### src/rtl/inst_encode_writer_pkg.sv
// Shared definitions for the instruction encode writer: immSrc format codes,
// error causes and FSM states.
package inst_encode_writer_pkg;

  localparam int unsigned XLEN  = 32;
  localparam int unsigned CNT_W = 16;

  typedef enum logic [2:0] {
    IMM_I_LOAD  = 3'b000,
    IMM_I_ALU   = 3'b001,
    IMM_I_SHAMT = 3'b010,
    IMM_S       = 3'b011,
    IMM_U       = 3'b100,
    IMM_B       = 3'b101,
    IMM_I_JALR  = 3'b110,
    IMM_J       = 3'b111
  } imm_src_e;

  typedef enum logic [1:0] {
    ERR_NONE  = 2'b00,
    ERR_RANGE = 2'b01,
    ERR_ALIGN = 2'b10
  } err_e;

  typedef enum logic [1:0] {
    ST_IDLE  = 2'b00,
    ST_WRITE = 2'b01,
    ST_FULL  = 2'b10
  } state_e;

endpackage

### src/rtl/inst_encode_writer_if.sv
// Request and instruction-memory write bus of the encode writer.
interface inst_encode_writer_if;
  import inst_encode_writer_pkg::*;

  logic            valid;
  logic            ready;
  logic [2:0]      imm_src;
  logic [XLEN-1:0] imm;
  logic [XLEN-1:0] base;
  logic            mem_we;
  logic [XLEN-1:0] mem_addr;
  logic [XLEN-1:0] mem_wdata;
  logic            mem_ready;

  modport writer (
    input  valid, imm_src, imm, base, mem_ready,
    output ready, mem_we, mem_addr, mem_wdata
  );

  modport host (
    output valid, imm_src, imm, base, mem_ready,
    input  ready, mem_we, mem_addr, mem_wdata
  );

endinterface

### src/rtl/inst_encode_writer_imm_pack.sv
// Combinational packer: scatters an immediate into RV32I instruction fields
// and reports range/alignment violations (range wins).
module inst_encode_writer_imm_pack
  import inst_encode_writer_pkg::*;
(
  input  logic [2:0]      imm_src_i,
  input  logic [XLEN-1:0] imm_i,
  input  logic [XLEN-1:0] base_i,
  output logic [XLEN-1:0] inst_c_o,
  output logic [1:0]      err_code_c_o
);

  logic range_bad_c;
  logic align_bad_c;

  always_comb begin
    inst_c_o    = base_i;
    range_bad_c = 1'b0;
    align_bad_c = 1'b0;
    case (imm_src_e'(imm_src_i))
      IMM_I_LOAD, IMM_I_ALU, IMM_I_JALR: begin
        inst_c_o[31:20] = imm_i[11:0];
        range_bad_c     = imm_i[31:11] != {21{imm_i[11]}};
      end
      IMM_I_SHAMT: begin
        inst_c_o[24:20] = imm_i[4:0];
        range_bad_c     = imm_i[31:5] != 27'd0;
      end
      IMM_S: begin
        inst_c_o[31:25] = imm_i[11:5];
        inst_c_o[11:7]  = imm_i[4:0];
        range_bad_c     = imm_i[31:11] != {21{imm_i[11]}};
      end
      IMM_U: begin
        inst_c_o[31:12] = imm_i[31:12];
        align_bad_c     = imm_i[11:0] != 12'd0;
      end
      IMM_B: begin
        inst_c_o[31]    = imm_i[12];
        inst_c_o[7]     = imm_i[11];
        inst_c_o[30:25] = imm_i[10:5];
        inst_c_o[11:8]  = imm_i[4:1];
        range_bad_c     = imm_i[31:12] != {20{imm_i[12]}};
        align_bad_c     = imm_i[0];
      end
      IMM_J: begin
        inst_c_o[31]    = imm_i[20];
        inst_c_o[19:12] = imm_i[19:12];
        inst_c_o[20]    = imm_i[11];
        inst_c_o[30:21] = imm_i[10:1];
        range_bad_c     = imm_i[31:20] != {12{imm_i[20]}};
        align_bad_c     = imm_i[0];
      end
      default: ;
    endcase
  end

  always_comb begin
    err_code_c_o = ERR_NONE;
    if (range_bad_c)      err_code_c_o = ERR_RANGE;
    else if (align_bad_c) err_code_c_o = ERR_ALIGN;
  end

endmodule

### src/rtl/inst_encode_writer.sv
// Encodes immediate requests into RV32I words and writes them to instruction
// memory at an auto-incrementing address, tracking fill level and errors.
module inst_encode_writer
  import inst_encode_writer_pkg::*;
#(
  parameter logic [31:0] BASE_ADDR = 32'h0000_0000,
  parameter int unsigned DEPTH     = 1024
) (
  input  logic                  i_clk,
  input  logic                  i_rst,
  input  logic                  i_start,
  inst_encode_writer_if.writer  bus,
  output logic                  o_full,
  output logic                  o_err,
  output logic [1:0]            o_errCode,
  output logic [CNT_W-1:0]      o_count
);

  state_e           state_q;
  logic             ready_q;
  logic             we_q;
  logic [XLEN-1:0]  addr_q;
  logic [XLEN-1:0]  wdata_q;
  logic             full_q;
  logic             err_q;
  err_e             code_q;
  logic [CNT_W-1:0] count_q;

  logic [XLEN-1:0]  pack_inst_c;
  logic [1:0]       pack_err_c;
  logic [CNT_W-1:0] count_inc_c;
  logic             accept_c;

  inst_encode_writer_imm_pack u_pack (
    .imm_src_i    (bus.imm_src),
    .imm_i        (bus.imm),
    .base_i       (bus.base),
    .inst_c_o     (pack_inst_c),
    .err_code_c_o (pack_err_c)
  );

  assign accept_c    = bus.valid & ready_q;
  assign count_inc_c = count_q + CNT_W'(1);

  // i_start outranks every state action, so a request in that cycle is dropped.
  always_ff @(posedge i_clk) begin
    if (i_rst || i_start) begin
      state_q <= ST_IDLE;
      ready_q <= 1'b1;
      we_q    <= 1'b0;
      addr_q  <= BASE_ADDR;
      full_q  <= 1'b0;
      err_q   <= 1'b0;
      code_q  <= ERR_NONE;
      count_q <= '0;
      if (i_rst) wdata_q <= '0;
    end else begin
      case (state_q)
        ST_IDLE: begin
          if (accept_c) begin
            if (err_e'(pack_err_c) == ERR_NONE) begin
              wdata_q <= pack_inst_c;
              we_q    <= 1'b1;
              ready_q <= 1'b0;
              state_q <= ST_WRITE;
            end else begin
              err_q <= 1'b1;
              if (!err_q) code_q <= err_e'(pack_err_c);
            end
          end
        end
        ST_WRITE: begin
          if (bus.mem_ready) begin
            we_q    <= 1'b0;
            addr_q  <= addr_q + XLEN'(4);
            count_q <= count_inc_c;
            if (count_inc_c == CNT_W'(DEPTH)) begin
              full_q  <= 1'b1;
              state_q <= ST_FULL;
            end else begin
              ready_q <= 1'b1;
              state_q <= ST_IDLE;
            end
          end
        end
        ST_FULL: ;
        default: begin
          ready_q <= 1'b1;
          state_q <= ST_IDLE;
        end
      endcase
    end
  end

  assign bus.ready     = ready_q;
  assign bus.mem_we    = we_q;
  assign bus.mem_addr  = addr_q;
  assign bus.mem_wdata = wdata_q;
  assign o_full        = full_q;
  assign o_err         = err_q;
  assign o_errCode     = code_q;
  assign o_count       = count_q;

endmodule

### src/flat_wrapper.sv
// flat-port wrapper written by rule: the top's interface ports become plain ports
module inst_encode_writer_flat import inst_encode_writer_pkg::*;
#(
  parameter logic [31:0] BASE_ADDR = 32'h0000_0000,
  parameter int unsigned DEPTH     = 1024
)
  (i_clk, i_rst, i_start, o_full, o_err, o_errCode, o_count, bus_valid, bus_imm_src, bus_imm, bus_base, bus_mem_ready, bus_ready, bus_mem_we, bus_mem_addr, bus_mem_wdata);
  inst_encode_writer_if bus_i ();
  input  logic i_clk;
  input  logic i_rst;
  input  logic i_start;
  output logic o_full;
  output logic o_err;
  output logic [1:0] o_errCode;
  output logic [CNT_W-1:0] o_count;
  input wire logic [$bits(bus_i.valid)-1:0] bus_valid;
  input wire logic [$bits(bus_i.imm_src)-1:0] bus_imm_src;
  input wire logic [$bits(bus_i.imm)-1:0] bus_imm;
  input wire logic [$bits(bus_i.base)-1:0] bus_base;
  input wire logic [$bits(bus_i.mem_ready)-1:0] bus_mem_ready;
  output wire logic [$bits(bus_i.ready)-1:0] bus_ready;
  output wire logic [$bits(bus_i.mem_we)-1:0] bus_mem_we;
  output wire logic [$bits(bus_i.mem_addr)-1:0] bus_mem_addr;
  output wire logic [$bits(bus_i.mem_wdata)-1:0] bus_mem_wdata;
  assign bus_i.valid = bus_valid;
  assign bus_i.imm_src = bus_imm_src;
  assign bus_i.imm = bus_imm;
  assign bus_i.base = bus_base;
  assign bus_i.mem_ready = bus_mem_ready;
  assign bus_ready = bus_i.ready;
  assign bus_mem_we = bus_i.mem_we;
  assign bus_mem_addr = bus_i.mem_addr;
  assign bus_mem_wdata = bus_i.mem_wdata;
  inst_encode_writer #(.BASE_ADDR(BASE_ADDR), .DEPTH(DEPTH)) u_core (.i_clk(i_clk), .i_rst(i_rst), .i_start(i_start), .bus(bus_i), .o_full(o_full), .o_err(o_err), .o_errCode(o_errCode), .o_count(o_count));
endmodule
### config.mk
export PLATFORM = sky130hd
export DESIGN_NAME = inst_encode_writer_flat
export DESIGN_NICKNAME = d
export VERILOG_FILES = /design/src/rtl/inst_encode_writer_pkg.sv /design/src/rtl/inst_encode_writer_if.sv /design/src/rtl/inst_encode_writer_imm_pack.sv /design/src/rtl/inst_encode_writer.sv /design/src/flat_wrapper.sv
export SDC_FILE = /design/constraint.sdc
export NUM_CORES = 1
export LEC_CHECK = 0
export BUFFER_PORTS_ARGS = -buffer_cell sky130_fd_sc_hd__buf_2
export CORE_ASPECT_RATIO = 1.5
export CORE_UTILIZATION = 40
export DETAILED_ROUTE_END_ITERATION = 8
export MAX_ROUTING_LAYER = met4
export PLACE_DENSITY = 0.69
export SYNTH_ARGS = -nofsm -noshare
export SYNTH_HDL_FRONTEND = slang
export SYNTH_HIERARCHICAL = 1
export SYNTH_SLANG_ARGS = --single-unit
### constraint.sdc
create_clock -name i_clk -period 3.45 [get_ports i_clk]
set_input_delay 0.1725 -clock i_clk [delete_from_list [all_inputs] [get_ports i_clk]]
set_output_delay 0.1725 -clock i_clk [all_outputs]
set_load 0.02 [all_outputs]
; ---- Word level (Yosys, flattened, before mapping)
; Cells that the tools add are included.
[op_classes]
add_sub_neg = 2
eq_ne = 18
mux = 27
bitwise = 4
reduce_logical = 22
[op_table]
columns = cell, count
row1 = 32-bit 2-to-1 mux, 5
row2 = "32-bit by 3-bit adder with 32-bit output, second input constant", 1
row3 = 7-bit case mux with 4 select lines, 1
row4 = 27-bit nonzero test, 1
row5 = 20-bit inequality test, 1
row6 = 19-bit inequality test, 1
row7 = "16-bit by 1-bit adder with 16-bit output, second input constant", 1
row8 = "16-bit by 11-bit equality test with 1-bit output, second input constant", 1
row9 = 4-bit AND reduction, 4
row10 = 5-bit case mux with 3 select lines, 1
row11 = "3-bit equality test, second input constant", 4
row12 = 2-bit 2-to-1 mux, 6
row13 = 12-bit nonzero test, 1
row14 = 11-bit inequality test, 1
row15 = 5-bit case mux with 2 select lines, 1
row16 = 8-bit 2-to-1 mux, 1
row17 = 2-bit nonzero test, 4
row18 = 4-bit OR reduction, 2
row19 = 1-bit 2-to-1 mux, 7
row20 = "3-bit by 2-bit equality test with 1-bit output, second input constant", 2
row21 = "2-bit inequality test, second input constant", 3
row22 = 2-bit case mux with 3 select lines, 1
row23 = 3-bit AND reduction, 2
row24 = 5-bit AND reduction, 1
row25 = other kinds (14), 20
[totals]
register_bits = 88
input_bits = 72
output_inout_bits = 86

; ---- Logic depth before layout (Yosys ltp)
[depth]
depth_word = 10
ltp_mapped = 12
depth_no_buf = 10

; ---- Hierarchy
; Netlist, hierarchy kept.
[by_module_without_submodules]
columns = mod, n_inst, cells_each, area_each_um2, seq_area_each_um2
row1 = inst_encode_writer, 1, 381, 3793.6, 2042.0
row2 = inst_encode_writer_imm_pack, 1, 129, 838.3, 0.0

; ---- Least setup slack after synthesis
; OpenSTA, ideal clock, no wires.
[synth_timing]
path_type = input to register
startpoint = in bus_imm[28]
endpoint = reg u_core.wdata_q[0], in the netlist u_core/bus.mem_wdata[0], enable pin
setup_time_ns = 0.388
arrival_ns = 2.284
required_time_ns = 3.062
path_slack_ns = 0.778
stages = 8
n_path_buf = 1
cell_sequence = nor4_2 nand4_1 or4_1 o311ai_0 nand3_1 buf_4 nor3_1 a21o_1
[synth_via]
elab_chain_len = 6
[synth_lines]
columns = element, line_no
row1 = from (decl), flat_wrapper.sv:18  ; input wire logic [$bits(bus_i.imm)-1:0] bus_imm;
row2 = "20-bit inequality test, or another cell as far along", "inst_encode_writer_imm_pack.sv:23, inst_encode_writer_imm_pack.sv:32"
row3 = 1-bit case mux with 4 select lines (*), inst_encode_writer_imm_pack.sv:20  ; case (imm_src_e'(imm_src_i))
row4 = via u_core.u_pack.range_bad_c, inst_encode_writer_imm_pack.sv:13  ; logic range_bad_c;
row5 = 2-bit 2-to-1 mux (*), inst_encode_writer_imm_pack.sv:60  ; if (range_bad_c) err_code_c_o = ERR_RANGE;
row6 = via u_core.pack_err_c[0], inst_encode_writer.sv:30  ; logic [1:0] pack_err_c;
row7 = 2-bit logical NOT (*), inst_encode_writer.sv:61  ; if (err_e'(pack_err_c) == ERR_NONE) begin
row8 = 2-bit nonzero test (no line) (*), --
row9 = 4-bit AND reduction (no line) (*), --
row10 = to (signal assigned), inst_encode_writer.sv:62  ; wdata_q <= pack_inst_c;
row11 = to (decl), inst_encode_writer.sv:23  ; logic [XLEN-1:0] wdata_q;
; The timed path passes the listed nets; every way through them passes the cells marked *.
; A chain may end at the register's enable or synchronous reset.

; ---- Worst setup path after layout
[layout_timing]
startpoint = in bus_imm[30]
endpoint = reg u_core.wdata_q[15], in the netlist u_core/bus.mem_wdata[15], enable pin
[layout_via]
elab_chain_len = 6
[layout_lines]
columns = element, line_no
row1 = "20-bit inequality test, or another cell as far along", "inst_encode_writer_imm_pack.sv:23, inst_encode_writer_imm_pack.sv:32"
row2 = 1-bit case mux with 4 select lines (*), inst_encode_writer_imm_pack.sv:20
row3 = 2-bit 2-to-1 mux (*), inst_encode_writer_imm_pack.sv:60
row4 = via u_core.pack_err_c[0], inst_encode_writer.sv:30
row5 = 2-bit logical NOT (*), inst_encode_writer.sv:61
row6 = 2-bit nonzero test (no line) (*), --
row7 = 4-bit AND reduction (no line) (*), --
; Marked as above.

==> results.json <==
{
  "status": "completed",
  "synth-seq-area-share_pct": 44.1,
  "r2r-start": "u_core/state_q[0]",
  "cts_resized": 0,
  "nNetsFinal": 724,
  "antenna_found_initial": 0,
  "coreArea_mm2": 0.0112,
  "layout_min_cycle_time_ns": 2.40,
  "area_growth_pct": 24.7,
  "place_hpwl_um": 9010,
  "row_count": 47,
  "cts_buffers": 9,
  "drt_iter0_drc": 167,
  "finish.utilization_pct": 51.7,
  "hold_class": "in2reg",
  "yosysTopAreaCellShare_pct": 23.3,
  "routed_via_density": 5.38,
  "syn-cell-area_mm2": 0.00463,
  "post_cts.repair.setup_buffers": 0,
  "period_share_pct": 69.5,
  "yosys_register_bits": 86,
  "worst_pin_slew_ns": 0.930,
  "wl_per_cell_um": 15.0,
  "crit_type": "in2reg",
  "crit_fanout": 32,
  "slew_violations": 0,
  "synth_ff_type": "dfxtp_1",
  "finalHoldViolCount": 0,
  "fillers": 1092,
  "min_to": "u_core/bus.mem_wdata[3]",
  "critical_path_required_ns": 3.44,
  "fp.dieW_um": 89.9,
  "postSynth.asyncResetShare_pct": 0,
  "yosys_warnings": 6,
  "worstSetupEndpointType": "register",
  "synth_cell_types": 59,
  "finalSetupViolations": 0,
  "htree_levels": 3,
  "relSlewSlack_pct": 37.9,
  "firstDrtPassIters": 5,
  "synth_edf_count": 32,
  "start_util_pct": 41.5,
  "slowest_stage": "or4_1",
  "avgSynthCellArea_um2": 9.08,
  "grt_max_degree": 35,
  "critical-path-top-delay-family": "simple AND/OR/NAND/NOR gates",
  "overflow": 0,
  "fin_area_mm2": 0.00578,
  "p_per_area_mw_per_mm2": 411,
  "cts_tree": "yes",
  "yosysMostFrequentCell": "nor2_1",
  "clk_pin_slew_ns": 0.06,
  "synth_top_area_cell": "dfxtp_1",
  "fmax_mhz": 417,
  "whs_path_depth": 2,
  "crit_chain": "buf_2 > nor4_2 > nand4_1 > or4_1 > o311ai_0 > nand3_1 > nor3_1 > a21o_1 > buf_4",
  "portBuffers": 155,
  "antenna_cells": 0,
  "routed_wl_um": 12000,
  "p_leak_nw": 2.34,
  "finalClockSkew_ns": 0.00706,
  "drive_gt1_share_pct": 31.5,
  "grt_use_total_pct": 20.4,
  "vdd.ir_drop.worst_uv": 217,
  "num_vias": 4313,
  "slowest_delay_ns": 0.50,
  "cp_num_buf_inv": 2,
  "ys_top_cells_by_area": "dfxtp_1 (23%), edfxtp_1 (21%), xnor2_1 (5.3%), and2_1 (4.7%), nor2_1 (4.6%)",
  "start_kind": "input port",
  "die_area_mm2": 0.0120,
  "clkLatencyLatePin_ns": 0.34,
  "arrival_ns": 2.39,
  "cts_root_buffer": "clkbuf_16",
  "place_area_mm2": 0.00546,
  "io_pins": 158,
  "syn_inst": 510,
  "place.gp.congestion": 0.955,
  "hp-start": "bus_base[3]",
  "r2r_end": "u_core/bus.mem_addr[30]",
  "drcViolationCount": 0,
  "grt_pass1_wl_um": 19200,
  "clock_sinks": 86,
  "grt_pass1_vias": 4069,
  "dieHeight_um": 134,
  "r2r_slack_ns": 1.38,
  "rsz0062_at_grt": "false",
  "setup_tns_ns": 0,
  "reg2reg_depth": 5,
  "cts.path.max_buffers": 2,
  "hold_buffers": 0,
  "synthTopCellsByCount": "nor2_1 (57), dfxtp_1 (54), nand2_1 (44)",
  "ant_nets": 0,
  "maxCapViolations": 0
}
==> routing by layer <==
metal  routed length, µm  up-vias  track usage, %
met1                4690     2007            21.8
met2                6130      184            35.9
li1                    -     2096               -
met4                 342        0            9.14
met3                 867       26            4.99
met5                   0        -               -
==> layout by cell type, fill, tap and decap left out, types with 2 or more instances in the layout <==
cell | Yosys | layout
and3_1 | 2 | 2
dfxtp_1 | 54 | 54
inv_1 | 15 | 15
o22ai_1 | 2 | 2
xnor2_1 | 28 | 28
mux2_2 | 12 | 12
edfxtp_1 | 32 | 32
and3b_1 | 3 | 3
nor2b_1 | 2 | 2
and2_1 | 35 | 35
nand2b_1 | 5 | 5
nor4_1 | 15 | 15
a21oi_1 | 16 | 16
buf_2 | 4 | 155
buf_4 | 12 | 4
nand4_1 | 15 | 15
a31o_2 | 5 | 5
nand3_4 | 2 | 2
conb_1 | 1 | 2
o31ai_1 | 2 | 2
nand3b_1 | 2 | 2
or2_2 | 2 | 2
a221oi_1 | 2 | 2
nor2_1 | 57 | 56
xor2_1 | 11 | 11
clkbuf_16 | 0 | 10
a22oi_1 | 11 | 11
and4_1 | 4 | 4
nor3_1 | 22 | 22
o21ai_0 | 23 | 23
nand2_1 | 44 | 44
a31oi_1 | 2 | 2
ha_1 | 3 | 3
mux2i_1 | 3 | 3
nor4_2 | 2 | 2
nand3_1 | 16 | 16
or3_1 | 7 | 7
==> power by group <==
group	total, W	internal [W]	leakage, nW	switching (W)
registers	0.00109	0.00108	0.775	0.00000742
clock network	0.00103	0.000614	0.154	0.000415
logic	0.000255	0.000101	1.41	0.000154
==> cell type report <==
type                       instances  area (µm²)  area share (%)
clock inverter                     5        63.8            1.10
multi-input combinational        378        2370            41.0
timing repair buffer             159         806            14.0
sequential                        86        2040            35.4
clock buffer                      11         254            4.40
tap                              147         184            3.18
inverter                          15        56.3           0.975
==> flip-flops by register name (all words and copies together) (netlist names) <==
| name | count |
|---|---|
| u_core/o_count | 16 |
| u_core/o_err | 1 |
| u_core/bus.mem_addr | 30 |
| u_core/o_full | 1 |
| u_core/bus.ready | 1 |
| u_core/bus.mem_we | 1 |
| u_core/o_errCode | 2 |
| u_core/bus.mem_wdata | 32 |
| u_core/state_q | 2 |
==> logic make-up after synthesis <==
group                      Yosys count  synth area share [%]
adders and majority gates            3                 0.810
muxes                               15                  3.57
other                                1                0.0810
and+or+nand+nor                    242                  28.2
AOI/OAI and AO/OA                   77                  11.0
DFF                                 86                  44.1
xor gates and xnor gates            39                  7.37
buffers and inverters               47                  4.89
==> worst max-delay path by stage <==
| stage | startpoint | endpoint | cells after the start |
|---|---|---|---|
| after detailed placement | bus_imm[30] | u_core/bus.mem_wdata[16] | 9 |
| after CTS | bus_imm[30] | u_core/bus.mem_wdata[15] | 9 |
| after floorplan | bus_imm[28] | u_core/bus.mem_wdata[0] | 8 |
| final | bus_imm[30] | u_core/bus.mem_wdata[15] | 9 |
| after global placement | bus_imm[28] | u_core/bus.mem_wdata[16] | 9 |
| after global routing | bus_imm[30] | u_core/bus.mem_wdata[1] | 9 |
==> per-stage QoR <==
stage / hold WS (ns) / setup WS (ns) / total power (W) / cells
3_5_place_dp: 0.459 / 0.730 / 0.00136 / 785
3_3_place_gp: 0.452 / 0.802 / 0.00136 / 785
4_1_cts: 0.101 / 1.08 / 0.00240 / 801
6_report: 0.118 / 1.05 / 0.00237 / 801
2_1_floorplan: 0.404 / 0.778 / 0.00127 / 511
5_1_grt: 0.109 / 0.943 / 0.00245 / 801
No activity file was read; power rests on OpenSTA's default activity.
